==> src/rtl/hazard_pkg.sv <==
// Shared encodings for the pipeline hazard controller: forwarding selects,
// sequencer states and the register-index width.
package hazard_pkg;

    localparam int REG_IDX_W = 5;

    localparam logic [1:0] FWD_RD = 2'b00;
    localparam logic [1:0] FWD_W  = 2'b01;
    localparam logic [1:0] FWD_M  = 2'b10;

    typedef enum logic {
        ST_IDLE = 1'b0,
        ST_BUSY = 1'b1
    } mc_state_e;

    // The M-stage producer is younger than W, so it wins when both match.
    function automatic logic [1:0] fwd_select(
        input logic                 wr_m,
        input logic [REG_IDX_W-1:0] rd_m,
        input logic                 wr_w,
        input logic [REG_IDX_W-1:0] rd_w,
        input logic [REG_IDX_W-1:0] rs
    );
        logic [1:0] sel;
        if (wr_m && (rd_m != {REG_IDX_W{1'b0}}) && (rd_m == rs)) begin
            sel = FWD_M;
        end else if (wr_w && (rd_w != {REG_IDX_W{1'b0}}) && (rd_w == rs)) begin
            sel = FWD_W;
        end else begin
            sel = FWD_RD;
        end
        return sel;
    endfunction

endpackage

==> src/rtl/mc_sequencer.sv <==
// Multi-cycle execute sequencer: holds E for MC_LATENCY cycles, stalling the
// front of the pipe for all but the last one, which is flagged as done.
module mc_sequencer
    import hazard_pkg::*;
#(
    parameter int MC_LATENCY = 4,
    parameter int CNT_W      = 4
) (
    input  logic clk_i,
    input  logic rst_ni,
    input  logic multi_cycle_i,
    output logic mc_stall_o,
    output logic ex_done_o,
    output logic busy_o
);

    localparam logic [CNT_W-1:0] CNT_LOAD = CNT_W'(MC_LATENCY - 2);
    localparam logic [CNT_W-1:0] CNT_ONE  = CNT_W'(1);
    localparam logic [CNT_W-1:0] CNT_ZERO = CNT_W'(0);

    mc_state_e        state_q, state_d;
    logic [CNT_W-1:0] cnt_q, cnt_d;
    logic             mc_stall_s;
    logic             ex_done_s;

    // State and occupancy counter registers.
    always_ff @(posedge clk_i or negedge rst_ni) begin
        if (!rst_ni) begin
            state_q <= ST_IDLE;
            cnt_q   <= CNT_ZERO;
        end else begin
            state_q <= state_d;
            cnt_q   <= cnt_d;
        end
    end

    // Next-state and stall/done decode.
    always_comb begin
        state_d    = state_q;
        cnt_d      = cnt_q;
        mc_stall_s = 1'b0;
        ex_done_s  = 1'b0;
        case (state_q)
            ST_IDLE: begin
                if (multi_cycle_i) begin
                    mc_stall_s = 1'b1;
                    state_d    = ST_BUSY;
                    cnt_d      = CNT_LOAD;
                end else begin
                    state_d    = ST_IDLE;
                end
            end
            ST_BUSY: begin
                if (cnt_q != CNT_ZERO) begin
                    mc_stall_s = 1'b1;
                    cnt_d      = cnt_q - CNT_ONE;
                end else begin
                    ex_done_s  = 1'b1;
                    state_d    = ST_IDLE;
                end
            end
            default: begin
                state_d = ST_IDLE;
                cnt_d   = CNT_ZERO;
            end
        endcase
    end

    // Reset forces the controls low immediately, not just at the next edge.
    assign mc_stall_o = mc_stall_s & rst_ni;
    assign ex_done_o  = ex_done_s & rst_ni;
    assign busy_o     = (state_q == ST_BUSY);

endmodule

==> src/rtl/hazard_controller.sv <==
// Pipeline hazard controller: forwarding, load-use stall, branch flush and
// multi-cycle sequencing. Perf counters are built only with HAZARD_PERF_CNT_EN.
module hazard_controller
    import hazard_pkg::*;
#(
    parameter int MC_LATENCY = 4,
    parameter int CNT_W      = 4
) (
    input  logic                 clk,
    input  logic                 rst,
    input  logic [REG_IDX_W-1:0] Rs1_D,
    input  logic [REG_IDX_W-1:0] Rs2_D,
    input  logic [REG_IDX_W-1:0] Rs1_E,
    input  logic [REG_IDX_W-1:0] Rs2_E,
    input  logic [REG_IDX_W-1:0] RD_E,
    input  logic [REG_IDX_W-1:0] RD_M,
    input  logic [REG_IDX_W-1:0] RD_W,
    input  logic                 RegWriteM,
    input  logic                 RegWriteW,
    input  logic                 ResultSrcE,
    input  logic                 PCSrcE,
    input  logic                 MultiCycleE,
    output logic [1:0]           ForwardA_E,
    output logic [1:0]           ForwardB_E,
    output logic                 StallF,
    output logic                 StallD,
    output logic                 StallE,
    output logic                 FlushD,
    output logic                 FlushE,
    output logic                 FlushM,
    output logic                 ExDoneE,
    output logic [31:0]          LoadStallCnt,
    output logic [31:0]          MultiStallCnt,
    output logic [31:0]          FlushCnt
);

    logic mc_stall_s;
    logic ex_done_s;
    logic busy_s;
    logic lw_raw_s;
    logic lw_stall_s;
    logic br_s;

    mc_sequencer #(
        .MC_LATENCY (MC_LATENCY),
        .CNT_W      (CNT_W)
    ) u_mc_sequencer (
        .clk_i         (clk),
        .rst_ni        (rst),
        .multi_cycle_i (MultiCycleE),
        .mc_stall_o    (mc_stall_s),
        .ex_done_o     (ex_done_s),
        .busy_o        (busy_s)
    );

    // While busy the E slot holds a multi-cycle op, so load/branch inputs are stale.
    assign lw_raw_s   = ResultSrcE && (RD_E != {REG_IDX_W{1'b0}}) &&
                        ((RD_E == Rs1_D) || (RD_E == Rs2_D));
    assign lw_stall_s = lw_raw_s & ~busy_s & rst;
    assign br_s       = PCSrcE & ~busy_s & rst;

    // Combinational hazard outputs; a taken branch overrides a load-use hold.
    always_comb begin
        ForwardA_E = FWD_RD;
        ForwardB_E = FWD_RD;
        StallF     = 1'b0;
        StallD     = 1'b0;
        StallE     = 1'b0;
        FlushD     = 1'b0;
        FlushE     = 1'b0;
        FlushM     = 1'b0;
        ExDoneE    = 1'b0;
        if (rst) begin
            ForwardA_E = fwd_select(RegWriteM, RD_M, RegWriteW, RD_W, Rs1_E);
            ForwardB_E = fwd_select(RegWriteM, RD_M, RegWriteW, RD_W, Rs2_E);
            StallF     = mc_stall_s | (lw_stall_s & ~br_s);
            StallD     = mc_stall_s | (lw_stall_s & ~br_s);
            StallE     = mc_stall_s;
            FlushD     = br_s;
            FlushE     = lw_stall_s | br_s;
            FlushM     = mc_stall_s;
            ExDoneE    = ex_done_s;
        end else begin
            ForwardA_E = FWD_RD;
            ForwardB_E = FWD_RD;
        end
    end

`ifdef HAZARD_PERF_CNT_EN
    logic [31:0] load_cnt_q, load_cnt_d;
    logic [31:0] multi_cnt_q, multi_cnt_d;
    logic [31:0] flush_cnt_q, flush_cnt_d;

    assign load_cnt_d  = lw_stall_s ? (load_cnt_q + 32'd1) : load_cnt_q;
    assign multi_cnt_d = mc_stall_s ? (multi_cnt_q + 32'd1) : multi_cnt_q;
    assign flush_cnt_d = br_s ? (flush_cnt_q + 32'd1) : flush_cnt_q;

    // Free-running wrap-around event counters.
    always_ff @(posedge clk or negedge rst) begin
        if (!rst) begin
            load_cnt_q  <= 32'd0;
            multi_cnt_q <= 32'd0;
            flush_cnt_q <= 32'd0;
        end else begin
            load_cnt_q  <= load_cnt_d;
            multi_cnt_q <= multi_cnt_d;
            flush_cnt_q <= flush_cnt_d;
        end
    end

    assign LoadStallCnt  = load_cnt_q;
    assign MultiStallCnt = multi_cnt_q;
    assign FlushCnt      = flush_cnt_q;
`else
    assign LoadStallCnt  = 32'd0;
    assign MultiStallCnt = 32'd0;
    assign FlushCnt      = 32'd0;
`endif

endmodule

==> config.mk <==
export PLATFORM = sky130hd
export DESIGN_NAME = hazard_controller
export DESIGN_NICKNAME = d
export VERILOG_FILES = /design/src/rtl/hazard_pkg.sv /design/src/rtl/mc_sequencer.sv /design/src/rtl/hazard_controller.sv
export SDC_FILE = /design/constraint.sdc
export NUM_CORES = 1
export LEC_CHECK = 0
export CAP_MARGIN = 25
export CORE_ASPECT_RATIO = 1.2
export CORE_MARGIN = 3
export CORE_UTILIZATION = 32
export DETAILED_ROUTE_END_ITERATION = 6
export GPL_TIMING_DRIVEN = 0
export PLACE_DENSITY = 0.86
export SKIP_LAST_GASP = 1
export SLEW_MARGIN = 20
export SYNTH_ARGS = -nofsm -noshare
export SYNTH_HDL_FRONTEND = slang
export SYNTH_SLANG_ARGS = --single-unit
export TNS_END_PERCENT = 1
==> constraint.sdc <==
create_clock -name clk -period 4 [get_ports clk]
set_clock_uncertainty 0.1 [all_clocks]
set_input_delay 0.8 -clock clk [delete_from_list [all_inputs] [get_ports clk]]
set_output_delay 0.8 -clock clk [all_outputs]
set_load 0.01 [all_outputs]
---- After elaboration in Yosys (flattened, before gate mapping) ----
Cells that the tools add are included.
word-level totals
  flip-flop bits (word level) ............. 5
  latch bits .............................. 0
  RAM bits ................................ 0
  ROM bits ................................ 0
  bits of input ports ..................... 42
  output and inout port bits .............. 107
  logic and storage cells ................. 55
  memories kept ........................... 0
operators by class
  $add $sub $neg .......................... 1
  $mul .................................... 0
  divide/modulo/power cells ............... 0
  order comparisons ....................... 0
  equality and inequality tests ........... 8
  shift operators ......................... 0
  muxes and demuxes ....................... 19
  bitwise gates (word level) .............. 11
  reductions and logical operators ........ 14
operators by type and width
  cell                 number
  $eq 5x5->1           6
  $reduce_bool 5->1    3
  $mux 1               11
  $logic_and 1x1->1    8
  $mux 2               4
  $mux 4               2
  $pmux 4 s2           1
  $and 1x1->1          7
  $ne 2x2->1 const B   2
  $reduce_bool 4->1    1
  $sub 4x1->4 const B  1
  $not 1->1            2
  $or 1x1->1           2
  $pmux 1 s2           1
  $reduce_and 2->1     1
  $logic_or 1x1->1     1

---- Logic depth before layout (Yosys ltp) ----
Gate-level depths: netlist of run 1.
  depth after elaboration ................. 8
  mapped depth ............................ 7
  mapped depth without buffers ............ 6

---- Hierarchy ----
Synthesis of run 1 repeated with hierarchy kept, for this count alone.
unflattened totals
  cells, all modules ...................... 186
  area total of the unflattened synthesis .. 1486.4 um2
by module, submodules not included
  module             instances  cells each  area an instance (um2)  seq. area each (um2)
  hazard_controller  1          157         1193.6                  0.0
  mc_sequencer       1          29          292.8                   125.1

---- Worst setup path after synthesis of run 1 ----
OpenSTA, ideal clock, no wires.
  kind .................................... input-to-output
  start ................................... input port RD_M[1]
  end ..................................... output port ForwardA_E[0]
  data arrival time ....................... 1.884 ns
  data required time ...................... 3.100 ns
  path slack .............................. 1.216 ns
  stages .................................. 4
  path buffers ............................ 0
  path through ............................ or4_4 o21ai_2 nor4_1 nor4_2
on the way
  longest elaborated chain between the ends .. 5
  elaborated cells between the ends (all ways) .. 6
  those cells by class .................... eq/ne: 1; mux: 2; reduce/logical: 3
RTL lines
  item                 RTL line                 RTL
  start, declared      hazard_controller.sv:16  input logic [REG_IDX_W-1:0] RD_M,
  $reduce_bool 5->1    hazard_pkg.sv:25         if (wr_m && (rd_m != {REG_IDX_W{1'b0}}) && (rd_m == rs)) begin
  $logic_and 1x1->1    hazard_pkg.sv:25
  $logic_and 1x1->1 *  hazard_pkg.sv:25
  $mux 2 *             hazard_pkg.sv:25
  $mux 2 *             hazard_controller.sv:73  if (rst) begin
  end, declared        hazard_controller.sv:23  output logic [1:0] ForwardA_E,
Mark *: on every way between the ends. The rest lies on a longest branch, timed or not.

---- Worst setup path after layout of run 1 ----
  start ................................... input port RD_M[1]
  end ..................................... output port ForwardB_E[0]
on the way
  longest elaborated chain between the ends .. 5
  elaborated cells between the ends (all ways) .. 6
  those cells by class .................... eq/ne: 1; mux: 2; reduce/logical: 3
RTL lines
  item                 RTL line                 RTL
  $reduce_bool 5->1    hazard_pkg.sv:25
  $logic_and 1x1->1    hazard_pkg.sv:25
  $logic_and 1x1->1 *  hazard_pkg.sv:25
  $mux 2 *             hazard_pkg.sv:25
  $mux 2 *             hazard_controller.sv:73
  end, declared        hazard_controller.sv:24  output logic [1:0] ForwardB_E,
Marks and branches as above.

==> results of run 1 <==
-- where the power goes --
group,switching [mW],total [mW],internal (mW)
Sequential,0.0147,0.0894,0.0748
Clock,0.0260,0.0945,0.0685
Combinational,0.159,0.348,0.189
Total,0.200,0.532,0.333
-- layer usage --
layer / vias up / part of all wire (%)
met5: - / 0
met4: 0 / 2.7
met3: 10 / 21
met2: 104 / 53
met1: 541 / 23
li1: 706 / -
-- how the worst max path moves through the flow --
stage,start,endpoint,cells after the start
2_1_floorplan,RD_M[1],ForwardA_E[0],4
3_3_place_gp,rst,ForwardB_E[0],5
3_5_place_dp,rst,ForwardB_E[0],5
4_1_cts,rst,ForwardB_E[0],5
5_1_grt,RD_W[1],ForwardB_E[0],6
6_report,RD_M[1],ForwardB_E[0],6
-- final cells by class --
cell class	instances	area share, %
Buffer	99	30.1
Clock buffer	4	1.83
Inverter	4	0.611
Multi-Input combinational cell	172	38.2
Sequential cell	5	5.09
Tap cell	56	2.85
Timing Repair Buffer	52	21.3
-- timing repair --
action	4_1_cts	5_1_grt
endpoints found under the setup margin	0	2
gates resized for setup	0	1
setup buffers	0	0
-- worst max-delay path: stages --
cell and delay (ns):
clkdlybuf4s50_1 0.48, or4_4 0.56, o21ai_2 0.16, nor4_1 0.10
nor4_2 0.26, clkdlybuf4s50_1 0.59
-- cell families after synthesis --
logic type | synth area share [%]
simple gates | 14.2
fa+ha+maj | 1.71
buf+inv | 51.6
xor+xnor | 18.0
mux | 0.685
other cells | 0.257
flops | 8.56
compound gates | 4.97
-- per-stage QoR --
stage	cells	util (%)	power [mW]
2_1_floorplan	280	-	0.325
3_3_place_gp	388	55.7	0.426
3_5_place_dp	388	55.7	0.436
4_1_cts	392	56.7	0.532
5_1_grt	392	56.8	0.579
6_report	392	56.8	0.532
-- flip-flops by register name, indices dropped and copies added, names as in the netlist --
signal                 cells
u_mc_sequencer.cnt_q       4
u_mc_sequencer.busy_o      1
-- synth_stat cells (all sizes together), types with 2 or more instances --
library cell and n:
buf 98, xor2 24, xnor2 6, dfrtp 5
nor2 5, or4 5, and2 4, inv 4
nor4 4, o21ai 4, nand3 3, nor3 3
ha 2, nand2b 2, nor2b 2, o211ai 2
==> impl_metrics.tcl, run 1 <==
set metrics [dict create \
    outcome "complete, no violations" \
    wl_per_cell_um 8.74 \
    synth_warnings 0 \
    whs_ns 0.395 \
    grt_pass1_wl_um 5130 \
    die_area_mm2 0.00542 \
    maxSlewViolCount 0 \
    grt_pass1_vias 1304 \
    final-seq-area_um2 125 \
    r2r_end "u_mc_sequencer.cnt_q[1]$_DFFE_PN0P_" \
    synth_seq_cells 5 \
    peakVddDrop_mv 0.0969 \
    grtUsageMet2_pct 23.5 \
    fin_crit_sh_pct 96.4 \
    cts-root-buf "clkbuf_8" \
    maxCapViolations 0 \
    io_buffer_count 52 \
    placed_area_mm2 0.00241 \
    numCtsBuffers 3 \
    die-width_um 67.7 \
    grt_max_degree 12 \
    grt_antenna_before_repair 0 \
    layout_commonest_cell "buf_4" \
    setup_viol 0 \
    reg2reg_depth 6 \
    r2r_slack_ns 2.50 \
    hold_buffers 0 \
    grtUsageTotal_pct 12.0 \
    vias 1361 \
    antenna_cells 0 \
    busiest_layer "met2" \
    drc_errors 0 \
    end_kind "output port" \
    netlist.area_leader.share_pct 50.3 \
    place_congestion 0.701 \
    die_y_um 80.0 \
    crit_required_ns 3.10 \
    use_met3_pct 6.34 \
    drtPass1Iterations 3 \
    startpoint_type "input pin" \
    hold_violations 0 \
    syn_inst 185 \
    fin_ws_ns 0.145 \
    mostFrequentLayoutCells "98 x buf_4, 96 x conb_1, 51 x clkdlybuf4s50_1" \
    cts_max_level 1 \
    leakagePower_nw 1.36 \
    synth_edf_count 0 \
    place_hpwl_um 3290 \
    ys_seq_area_share_pct 8.56 \
    synth.area.top_cells "buf_4 50%, xor2_1 14%, dfrtp_1 8.6%" \
    wl_um 3430 \
    core_area_mm2 0.00433 \
    fin_nets 381 \
    netlist_area_mm2 0.00146 \
    cts_tree "done" \
    cts_buffer_depth 2 \
    timing.rr.start "u_mc_sequencer.cnt_q[0]$_DFFE_PN0P_" \
    syn_avg_cell_area_um2 7.90 \
    num_rows 26 \
    setup_tns_ns 0 \
    critPathKind "in2out" \
    post-route-cell-area_mm2 0.00246 \
    ys.flop_type "dfrtp_1" \
    synth_area_leader_cell "buf_4" \
    hp-class "in2async" \
    grt_overflow 0 \
    clock_latency_ns 0.22 \
    crit_fanout 3 \
    pre_cts_ws_ns 0.0539 \
    numClockSinks 5 \
    worstPathArrival_ns 2.95 \
    p_per_area_mw_per_mm2 217 \
    num_io_pins 149 \
    drt_iter0_markers 12 \
    rsz0062_at_grt "false" \
    post_drt_via_cell_ratio 3.47 \
    ant_nets 0 \
    path_clk_slew_ns 0.04 \
    timing.fmax_mhz 259 \
    nFillCells 402 \
    grt_util_met1_pct 9.08 \
    async_reset_ff_share_pct 100 \
    areaGrowthSynthToFinish_pct 68.1 \
    initial_utilization_pct 33.8 \
    ys_types 31 \
    drive_gt1_share_pct 31.5 \
    multi_input_area_um2 938 \
    post-route-min-period_ns 3.85 \
]
Power figures use the tool's default switching activity.
==> inputs of run 2 (changes only) <==
--- a/config.mk
+++ b/config.mk
@@ -7,7 +7,6 @@
 export LEC_CHECK = 0
 export CAP_MARGIN = 25
 export CORE_ASPECT_RATIO = 1.2
-export CORE_MARGIN = 3
 export CORE_UTILIZATION = 32
 export DETAILED_ROUTE_END_ITERATION = 6
 export GPL_TIMING_DRIVEN = 0
==> impl_metrics.tcl, run 2 (same netlist as run 1, synthesis figures left out) <==
set metrics [dict create \
    grt_max_degree 12 \
    grt_antenna_before_repair 0 \
    postCtsSetupBuffers 0 \
    final-seq-area_um2 125 \
    die_area_mm2 0.00484 \
    placed_area_mm2 0.00241 \
    drt_iter0_markers 8 \
    nFillCells 387 \
    clock_latency_ns 0.22 \
    antenna_cells 0 \
    r2r_slack_ns 2.51 \
    rsz0062_at_grt "false" \
    hold_violations 0 \
    worstPathArrival_ns 2.95 \
    grt_pass1_wl_um 4920 \
    reg2reg_depth 6 \
    crit_required_ns 3.10 \
    wl_um 3250 \
    whs_ns 0.476 \
    cts_max_level 1 \
    outcome "complete, no violations" \
    vias 1365 \
    path_clk_slew_ns 0.03 \
    wl_met2_um 1810 \
    pre_cts_ws_ns -0.00796 \
    post-route-min-period_ns 3.85 \
    fin_crit_sh_pct 96.2 \
    mostFrequentLayoutCells "98 x buf_4, 96 x conb_1, 51 x clkdlybuf4s50_1" \
    maxSlewViolCount 0 \
    top_layer_used "met4" \
    critPathKind "in2out" \
    timing.fmax_mhz 260 \
    r2r_end "u_mc_sequencer.cnt_q[1]$_DFFE_PN0P_" \
    drtPass1Iterations 4 \
    setup_viol 0 \
    areaGrowthSynthToFinish_pct 67.8 \
    ant_nets 0 \
    startpoint_type "input pin" \
    placedCellCount 388 \
    pwr-share-comb_pct 65.8 \
    wl_met3_um 533 \
    drc_errors 0 \
    p_sw_mw 0.197 \
    peakVddDrop_mv 0.110 \
    drive_gt1_share_pct 31.5 \
    cts-resized-gates 1 \
    cts_buffer_depth 2 \
    num_rows 26 \
    maxCapViolations 0 \
    numClockSinks 5 \
    num_io_pins 149 \
    pwr-share-seq_pct 17.0 \
    fin_ws_ns 0.150 \
    multi_input_area_um2 938 \
    numCtsBuffers 3 \
    die-width_um 63.7 \
    p_sw_share_pct 37.2 \
    layout_commonest_cell "buf_4" \
    fin_util_pct 56.7 \
    hold_buffers 0 \
    pwr-share-clk_pct 17.2 \
    end_kind "output port" \
    grt_pass1_vias 1201 \
    grtUsageTotal_pct 12.9 \
    fin_cells 392 \
    crit_fanout 3 \
    hp-class "reg2reg" \
    fin_nets 381 \
    p_per_area_mw_per_mm2 216 \
    post_drt_via_cell_ratio 3.48 \
    crit_end "ForwardA_E[0]" \
    initial_utilization_pct 33.8 \
    place_congestion 0.761 \
    setup_tns_ns 0 \
    core_area_mm2 0.00433 \
    wl_met1_um 852 \
    timing.rr.start "u_mc_sequencer.cnt_q[0]$_DFFE_PN0P_" \
    largest_register "u_mc_sequencer.cnt_q" \
    place_hpwl_um 3040 \
    cts_tree "done" \
    cts-root-buf "clkbuf_8" \
    total_power_mw 0.530 \
    grt_overflow 0 \
    p_int_mw 0.333 \
    leakagePower_nw 1.36 \
    largest_reg_flops 4 \
    io_buffer_count 52 \
    die_y_um 76.0 \
    cp-startpoint "RD_M[1]" \
    wl_per_cell_um 8.29 \
    post-route-cell-area_mm2 0.00245 \
]
[run 2: per-layer routing]
layer / up-vias / GRT usage, %
li1: 706 / -
met1: 551 / 8.46
met2: 102 / 28.2
met3: 6 / 5.24
met4: 0 / 5.23
met5: - / 0
[run 2: cell type report]
type                       count  share of cell area (%)
tap                           56                    2.86
inverter                       4                   0.612
multi-input combinational    172                    38.3
buffer                        99                    30.2
timing repair buffer          52                    21.2
clock buffer                   4                    1.84
sequential                     5                    5.10
[run 2: power by group through the flow]
stage / clock [mW] / sequential [mW] / combinational, mW
floorplan: 0 / 0.0863 / 0.239
global placement: 0 / 0.0889 / 0.337
detailed placement: 0 / 0.0909 / 0.345
CTS: 0.0928 / 0.0904 / 0.346
global route: 0.100 / 0.0945 / 0.378
finish: 0.0911 / 0.0901 / 0.349
[run 2: how the worst min path moves through the flow]
stage,from,to,slack [ns],cells past startpoint
detailed placement,u_mc_sequencer.cnt_q[3]$_DFFE_PN0P_,u_mc_sequencer.cnt_q[3]$_DFFE_PN0P_,0.47,2
global route,u_mc_sequencer.cnt_q[3]$_DFFE_PN0P_,u_mc_sequencer.cnt_q[3]$_DFFE_PN0P_,0.51,2
floorplan,rst,u_mc_sequencer.busy_o$_DFF_PN0_,0.40,0
global placement,u_mc_sequencer.cnt_q[1]$_DFFE_PN0P_,u_mc_sequencer.cnt_q[1]$_DFFE_PN0P_,0.45,2
finish,u_mc_sequencer.cnt_q[3]$_DFFE_PN0P_,u_mc_sequencer.cnt_q[3]$_DFFE_PN0P_,0.48,2
CTS,u_mc_sequencer.cnt_q[3]$_DFFE_PN0P_,u_mc_sequencer.cnt_q[3]$_DFFE_PN0P_,0.48,2
[run 2: worst max-delay path, cell delays in order]
cell	delay (ns)
clkdlybuf4s50_1	0.48
or4_4	0.56
o21ai_2	0.16
nor4_1	0.10
nor4_2	0.26
clkdlybuf4s50_1	0.58
==> inputs of run 3 (changes only) <==
==> constraint.sdc (replaced) <==
create_clock -name clk -period 4.6 [get_ports clk]
set_clock_uncertainty 0.1 [all_clocks]
set_input_delay 0.92 -clock clk [delete_from_list [all_inputs] [get_ports clk]]
set_output_delay 0.92 -clock clk [all_outputs]
set_load 0.01 [all_outputs]
==> impl_metrics.tcl, run 3 (same netlist as run 1, synthesis figures left out) <==
set metrics [dict create \
    crit_required_ns 3.58 \
    place_hpwl_um 3040 \
    cts-resized-gates 0 \
    cts-root-buf "clkbuf_8" \
    whs_ns 0.476 \
    end_kind "output port" \
    ant_nets 0 \
    cts_max_level 1 \
    layout_commonest_cell "buf_4" \
    cts_tree "done" \
    hold_violations 0 \
    startpoint_type "input pin" \
    die_area_mm2 0.00484 \
    fin_cells 392 \
    fin_util_pct 56.7 \
    reg2reg_depth 6 \
    timing.rr.start "u_mc_sequencer.cnt_q[0]$_DFFE_PN0P_" \
    clock_latency_ns 0.22 \
    post-route-min-period_ns 4.20 \
    grt_antenna_before_repair 0 \
    r2r_slack_ns 3.11 \
    hold_depth 2 \
    drc_errors 0 \
    maxSlewViolCount 0 \
    mostFrequentLayoutCells "98 x buf_4, 96 x conb_1, 52 x clkdlybuf4s50_1" \
    die-width_um 63.7 \
    hold_buffers 0 \
    wl_per_cell_um 8.29 \
    rsz0062_at_grt "false" \
    post_drt_via_cell_ratio 3.48 \
    cts_buffer_depth 2 \
    largest_reg_flops 4 \
    fin_nets 381 \
    largest_register "u_mc_sequencer.cnt_q" \
    antenna_cells 0 \
    crit_end "ForwardB_E[0]" \
    hp-class "reg2reg" \
    numCtsBuffers 3 \
    setup_tns_ns 0 \
    critPathKind "in2out" \
    placedCellCount 388 \
    vias 1365 \
    grtUsageTotal_pct 12.9 \
    peakVddDrop_mv 0.0959 \
    timing.fmax_mhz 238 \
    p_per_area_mw_per_mm2 188 \
    drive_gt1_share_pct 31.5 \
    postCtsSetupBuffers 0 \
    pre_cts_ws_ns 0.352 \
    outcome "complete, no violations" \
    die_y_um 76.0 \
    final-seq-area_um2 125 \
    drtPass1Iterations 4 \
    drt_iter0_markers 8 \
    path_clk_slew_ns 0.03 \
    place_congestion 0.761 \
    nFillCells 386 \
    worstPathArrival_ns 3.18 \
    wl_um 3250 \
    grt_overflow 0 \
    fin_ws_ns 0.399 \
    setup_viol 0 \
    fin_crit_sh_pct 91.3 \
    numClockSinks 5 \
    r2r_end "u_mc_sequencer.cnt_q[1]$_DFFE_PN0P_" \
    grt_pass1_vias 1201 \
    crit_fanout 11 \
    grt_pass1_wl_um 4920 \
    maxCapViolations 0 \
    num_io_pins 149 \
    cp-startpoint "rst" \
    grt_max_degree 12 \
    leakagePower_nw 1.35 \
    multi_input_area_um2 938 \
    num_rows 26 \
    io_buffer_count 52 \
    core_area_mm2 0.00433 \
    initial_utilization_pct 33.8 \
    areaGrowthSynthToFinish_pct 67.9 \
]
run 3: final cells by class:
type | count | share of cell area [%]
clock buffer | 4 | 1.84
sequential | 5 | 5.10
tap | 56 | 2.86
buffer | 99 | 30.1
multi-input combinational | 172 | 38.2
timing repair buffer | 52 | 21.2
inverter | 4 | 0.612
run 3: worst min path at each step:
stage	slack [ns]	from	end
after CTS	0.48	u_mc_sequencer.cnt_q[3]$_DFFE_PN0P_	u_mc_sequencer.cnt_q[3]$_DFFE_PN0P_
final	0.48	u_mc_sequencer.cnt_q[3]$_DFFE_PN0P_	u_mc_sequencer.cnt_q[3]$_DFFE_PN0P_
after detailed placement	0.47	u_mc_sequencer.cnt_q[3]$_DFFE_PN0P_	u_mc_sequencer.cnt_q[3]$_DFFE_PN0P_
after global placement	0.45	u_mc_sequencer.cnt_q[1]$_DFFE_PN0P_	u_mc_sequencer.cnt_q[1]$_DFFE_PN0P_
after floorplan	0.43	u_mc_sequencer.cnt_q[1]$_DFFE_PN0P_	u_mc_sequencer.cnt_q[1]$_DFFE_PN0P_
after global routing	0.51	u_mc_sequencer.cnt_q[3]$_DFFE_PN0P_	u_mc_sequencer.cnt_q[3]$_DFFE_PN0P_
run 3: per-layer routing:
layer	vias to the layer above	global-route usage [%]	part of all wire, %
li1	706	-	-
met1	551	8.46	26
met2	102	28.2	56
met3	6	5.24	16
met4	0	5.23	1.8
met5	-	0	0
run 3: where the power goes:
part           total, mW  leakage, nW  internal [mW]  switching (mW)
combinational      0.303         1.27          0.165           0.138
sequential        0.0784       0.0584         0.0650          0.0133
clock             0.0792       0.0228         0.0593          0.0199
run 3: worst max-delay path, stage by stage:
cell             delay, ns
clkdlybuf4s50_1       0.75
o211ai_1              0.20
or4_1                 0.58
nor4_2                0.15
clkdlybuf4s50_1       0.58
run 3: per-stage QoR:
| stage | area, um2 | power, mW |
|---|---|---|
| after floorplan | 1820 | 0.282 |
| after CTS | 2450 | 0.460 |
| after global placement | 2410 | 0.371 |
| after global routing | 2450 | 0.499 |
| final | 2450 | 0.461 |
| after detailed placement | 2410 | 0.379 |
